File: config.mk
export PLATFORM = sky130hd
export DESIGN_NAME = rv32i_hazard_scoreboard
export DESIGN_NICKNAME = d
export VERILOG_FILES = /design/src/rtl/rv32i_hazard_scoreboard.sv
export SDC_FILE = /design/constraint.sdc
export NUM_CORES = 1
export LEC_CHECK = 0
export CELL_PAD_IN_SITES_DETAIL_PLACEMENT = 1
export CELL_PAD_IN_SITES_GLOBAL_PLACEMENT = 1
export CORE_ASPECT_RATIO = 0.7
export CORE_MARGIN = 2
export CORE_UTILIZATION = 35
export DETAILED_ROUTE_END_ITERATION = 10
export GPL_TIMING_DRIVEN = 0
export PLACE_DENSITY = 0.79
export SKIP_CTS_REPAIR_TIMING = 1
export SLEW_MARGIN = 20
export SYNTH_ARGS = -nofsm -noshare
export SYNTH_HDL_FRONTEND = slang
export SYNTH_SLANG_ARGS = --single-unit
File: constraint.sdc
create_clock -name clk_i -period 2.56 [get_ports clk_i]
set_input_delay 0.384 -clock clk_i [delete_from_list [all_inputs] [get_ports clk_i]]
set_output_delay 0.384 -clock clk_i [all_outputs]
set_load 0.01 [all_outputs]
File: src/rtl/rv32i_hazard_scoreboard.sv
// Per-register countdown scoreboard for decode-stage RAW hazard detection.
// Ports:
//   clk_i, resetn_i      : clock and async active-low reset
//   advance_i            : pipeline advances this cycle; 0 freezes all state
//   issue_valid_i        : decode holds a real instruction
//   flush_i              : decode instruction is killed
//   rs1/rs2/rd + flags   : decoded operand info and load flag
//   stall_o              : hold decode, insert bubble into EXE
//   busy_o               : per-register pending-write flags
//   stall_cnt_o          : saturating count of stalled advance cycles
//   fwd_rs1_o/fwd_rs2_o  : forwarding distance (only with HAZARD_FWD_EN)
// Optional feature macro: HAZARD_FWD_EN (forwarding, load-use-only stalls).
module rv32i_hazard_scoreboard #(
  parameter int NB_REGS   = 32,
  parameter int REG_ADD_W = 5,
  parameter int WB_LAT    = 3,
  parameter int CNT_W     = 3,
  parameter int PERF_W    = 32
) (
  input  logic                 clk_i,
  input  logic                 resetn_i,
  input  logic                 advance_i,
  input  logic                 issue_valid_i,
  input  logic                 flush_i,
  input  logic [REG_ADD_W-1:0] rs1_add_i,
  input  logic                 rs1_used_i,
  input  logic [REG_ADD_W-1:0] rs2_add_i,
  input  logic                 rs2_used_i,
  input  logic [REG_ADD_W-1:0] rd_add_i,
  input  logic                 rd_we_i,
  input  logic                 is_load_i,
  output logic                 stall_o,
  output logic [NB_REGS-1:0]   busy_o,
  output logic [PERF_W-1:0]    stall_cnt_o
`ifdef HAZARD_FWD_EN
  ,
  output logic [CNT_W-1:0]     fwd_rs1_o,
  output logic [CNT_W-1:0]     fwd_rs2_o
`endif
);

  localparam logic [CNT_W-1:0] LAT = CNT_W'(WB_LAT);

  logic [CNT_W-1:0]  cnt_q [NB_REGS];
  logic [CNT_W-1:0]  cnt_d [NB_REGS];
  logic [NB_REGS-1:0] ld_q, ld_d;
  logic [PERF_W-1:0] stall_cnt_q, stall_cnt_d;

  logic [CNT_W-1:0] rs1_cnt, rs2_cnt;
  logic rs1_nz, rs2_nz;
  logic haz1, haz2;
  logic issue;
  logic wr_en;

  always_comb begin
    rs1_cnt = cnt_q[rs1_add_i];
    rs2_cnt = cnt_q[rs2_add_i];
    rs1_nz  = rs1_used_i & (rs1_add_i != '0);
    rs2_nz  = rs2_used_i & (rs2_add_i != '0);
`ifdef HAZARD_FWD_EN
    // Only a load directly ahead of its consumer cannot be forwarded.
    haz1 = rs1_nz & ld_q[rs1_add_i] & (rs1_cnt == LAT);
    haz2 = rs2_nz & ld_q[rs2_add_i] & (rs2_cnt == LAT);
    fwd_rs1_o = (rs1_nz & ~haz1) ? rs1_cnt : '0;
    fwd_rs2_o = (rs2_nz & ~haz2) ? rs2_cnt : '0;
`else
    haz1 = rs1_nz & (rs1_cnt != '0);
    haz2 = rs2_nz & (rs2_cnt != '0);
`endif
    stall_o = issue_valid_i & ~flush_i & (haz1 | haz2);
    issue   = advance_i & issue_valid_i & ~flush_i & ~stall_o;
    wr_en   = issue & rd_we_i & (rd_add_i != '0);
  end

`ifndef HAZARD_FWD_EN
  // Load tags are tracked regardless; only forwarding consumes them.
  logic ld_unused;
  assign ld_unused = ^ld_q;
`endif

  always_comb begin
    for (int r = 0; r < NB_REGS; r++) begin
      logic [CNT_W-1:0] dec;
      dec      = (cnt_q[r] != '0) ? cnt_q[r] - 1'b1 : '0;
      cnt_d[r] = cnt_q[r];
      ld_d[r]  = ld_q[r];
      busy_o[r] = (cnt_q[r] != '0);
      if (advance_i) begin
        if (wr_en && (rd_add_i == REG_ADD_W'(r))) begin
          // WAW keeps whichever producer retires last.
          cnt_d[r] = (dec > LAT) ? dec : LAT;
          ld_d[r]  = is_load_i;
        end else begin
          cnt_d[r] = dec;
          if (dec == '0) ld_d[r] = 1'b0;
        end
      end
    end
    cnt_d[0] = '0;
    ld_d[0]  = 1'b0;
  end

  always_comb begin
    stall_cnt_d = stall_cnt_q;
    if (advance_i && stall_o && !(&stall_cnt_q))
      stall_cnt_d = stall_cnt_q + 1'b1;
  end

  assign stall_cnt_o = stall_cnt_q;

  always_ff @(posedge clk_i or negedge resetn_i) begin
    if (!resetn_i) begin
      for (int r = 0; r < NB_REGS; r++) cnt_q[r] <= '0;
      ld_q        <= '0;
      stall_cnt_q <= '0;
    end else begin
      for (int r = 0; r < NB_REGS; r++) cnt_q[r] <= cnt_d[r];
      ld_q        <= ld_d;
      stall_cnt_q <= stall_cnt_d;
    end
  end

endmodule

==> key figures <==
Placement
  • Port buffer count: a little over 80
  • Routability Congestion: 0.839
  • Dpl ws: -1300 ps
  • HPWL Detailed: roughly 16 mm
  • Post-DP Area: just over 8000 µm²

Routing
  • Via-to-Cell Ratio: slightly below 6
  • Wl on met1: between 10 and 15 mm
  • Top layer in use: met4
  • WL met2: about 12 mm
  • Post-DR wirelength/cell: approximately 22 µm
  • Via count: ~6500
  • DR pass1 iterations: 5
  • DRC violations left: 0
  • DR iter-0 viols: between 500 and 600
  • Remaining antenna violation count after routing: 0
  • Final WL: 25.4 mm
  • Met3 WL: around 1.6 mm

Synthesis
  • Synth Flop Type: dfrtp_1
  • Number of synthesized flops with an enable pin: 0
  • Ys async rst share: 1.00
  • Netlist cell types: slightly below 70
  • Syn_nets: 728
  • Synth warn: 0
  • Sequential cell area fraction in the yosys report: 0.458
  • #FFs+latches synth: between 100 and 150
  • Syn_area_per_cell: between 9 and 10 µm²
  • Post-synthesis cell area: about 7000 µm²
  • Post-Synthesis Cells: around 700

GRT
  • Initial antenna violation count: 0
  • Number of global-route vias before repair: 6342
  • First-pass GRT wire length: approximately 36 mm
  • GR Util All Layers: 0.226
  • Grt ovf: 0
  • Largest net degree at the start of global routing: 66

Die
  • DIE HEIGHT: 121 µm
  • Die W: 171 µm
  • Num ports: 89
  • Starting density of the core: 0.359
  • Std-Cell Core Area: 19000 µm²
  • # rows: 42
  • Die ar.: slightly above 20000 µm²

Power
  • Pwr dens: just over 500 nW/µm²
  • Pleak: approximately 0.0045 µW
  • Max VDD drop: 469 µV

Clock network
  • Clock net sink count: around 130
  • Clk root buf: clkbuf_16
  • Worst skew pair latency: roughly 430 ps
  • H-tree depth: 4
  • Clock transition at the registers of the reported paths: ~60 ps
  • TritonCTS clock tree: built
  • CTS Buffer Depth: 2
  • CTS buffer count: 17

STA
  • WHS: 489 ps
  • Slew @ Worst Pin: between 1000 and 1500 ps
  • Final Cycle Share: 1.28
  • Total Neg Setup Slack: -38490 ps
  • Fmax: 0.305 GHz
  • Fin crit period: around 3300 ps
  • Worst-case headroom to the max-slew limit: 0.274
  • Setup Skew: between 15 and 20 ps
  • Fin. Hold Viols: 0
  • Setup violators final: between 90 and 100
  • Fin. max-slew vios: 0
  • Fin worst setup slack: -723 ps
  • Unrepaired setup endpoints after global routing: true

Critical path
  • Startpoint Class: register
  • Critical setup path kind: register to primary output
  • CP required: ~2200 ps
  • R2R Path End: cnt_q[67]$_DFFE_PN0P_
  • Critical R2R Launch: cnt_q[81]$_DFFE_PN0P_
  • Crit end category: primary output
  • CP arrival: slightly below 3000 ps
  • Flop-to-flop setup slack: -580 ps
  • Worst r2r path cells: 11
  • Worst-path maximum fanout: 4

Layout
  • Most frequent cells in the layout: dfrtp_1, nor2_1, clkdlybuf4s50_1
  • Post-route cell area: between 9000 and 10000 µm²
  • Leading cell type in the layout, fill and taps excluded: dfrtp_1
  • Layout cells sized above 1: 0.245
  • Post-synthesis to final-layout area growth: 43.4%
  • Nets: 877
  • ANT cells: 0
  • Number of fill cells: roughly 2100

Worst hold path
  • Hold Path Class: input pin to async pin

Run
  • Max_cap viols: 0

Outcome
  • Outcome: complete, but fails checks
  • Failing checks: setup timing
cell families (layout without fill, tap and decap cells):
kind of cell,count (synthesis),after routing,synth area share
buffers and inverters,46,208,0.0306
AOI/OAI and AO/OA,159,159,0.163
other,1,1,0.000549
muxes,19,19,0.0399
adders and majority gates,1,1,0.00183
xor gates and xnor gates,31,31,0.0397
DFF,125,125,0.458
and+or+nand+nor,321,321,0.267
final cells by class:
type | count | area (µm²) | share of cell area
well taps | 264 | 330 | 0.0337
repair buffers | 131 | 1300 | 0.132
inverters | 18 | 67.6 | 0.00690
clock buffers | 20 | 457 | 0.0466
flip-flops and latches | 125 | 3140 | 0.321
plain buffers | 27 | 181 | 0.0185
multi-input cells | 532 | 4180 | 0.427
clock inverters | 12 | 139 | 0.0142
worst max-delay path, cell delays in order (launching register included):
cell and delay (ps):
dfrtp_1 420, or3_4 440, mux4_2 510, or4_4 430
o211ai_2 90, a31o_4 140, and2_4 150, buf_8 110
nor3b_4 40, clkbuf_2 130
worst max path at each step:
stage / from / end
after floorplan: cnt_q[82]$_DFFE_PN0P_ / stall_o
after global placement: resetn_i / cnt_q[33]$_DFFE_PN0P_
after detailed placement: rs2_add_i[1] / stall_o
after CTS: rs2_add_i[1] / stall_o
after global routing: cnt_q[81]$_DFFE_PN0P_ / stall_o
final: cnt_q[81]$_DFFE_PN0P_ / stall_o
synthesized netlist by cell type, drive strengths merged, types with 2 or more instances:
cell	n	area, µm²
mux2i	7	70.1
a211o	3	26.3
nor4b	2	17.5
a31oi	2	12.5
nand3b	2	15.0
a21oi	55	279
a21boi	5	37.5
or4	4	30.0
dfrtp	125	3130
nor3b	27	203
nand2	38	143
nor2	81	304
a2111oi	2	36.3
o221ai	2	17.5
o211ai	8	65.1
xnor2	26	228
mux2	6	67.6
nand2b	33	206
o41ai	16	140
o311ai	2	17.5
inv	17	63.8
o21a	26	195
buf	10	73.8
and3b	2	17.5
o21ai	13	65.1
mux4	6	135
a221o	5	50.1
a211oi	2	20.0
nor4	4	25.0
or3	37	236
nand3	18	103
xor2	5	43.8
nor2b	6	37.5
o31ai	12	90.1
clkbuf	18	67.6
and3	13	81.3
and2	3	21.3
nor3	16	80.1
and4	4	35.0
nand4	26	205
where the power goes:
| part | total [µW] | internal (µW) | switching [µW] |
|---|---|---|---|
| combinational | 530 | 214 | 316 |
| clock | 2480 | 1490 | 989 |
| sequential | 2040 | 2000 | 42.8 |
through the flow:
step                 util  total power, µW  std cells
floorplan               -             2280        703
global placement    0.427             2490       1050
detailed placement  0.429             2510       1051
CTS                 0.460             4970       1083
global route        0.515             5210       1129
finish              0.515             5050       1129
registers in the layout (all words and copies together) (netlist names):
register     count
cnt_q           93
stall_cnt_o     32
per-layer routing:
metal	up-vias	global-route usage
li1	2889	-
met1	3403	0.339
met2	210	0.333
met3	45	0.0424
met4	0	0.0630
met5	-	0
Power figures use the tool's default switching activity.
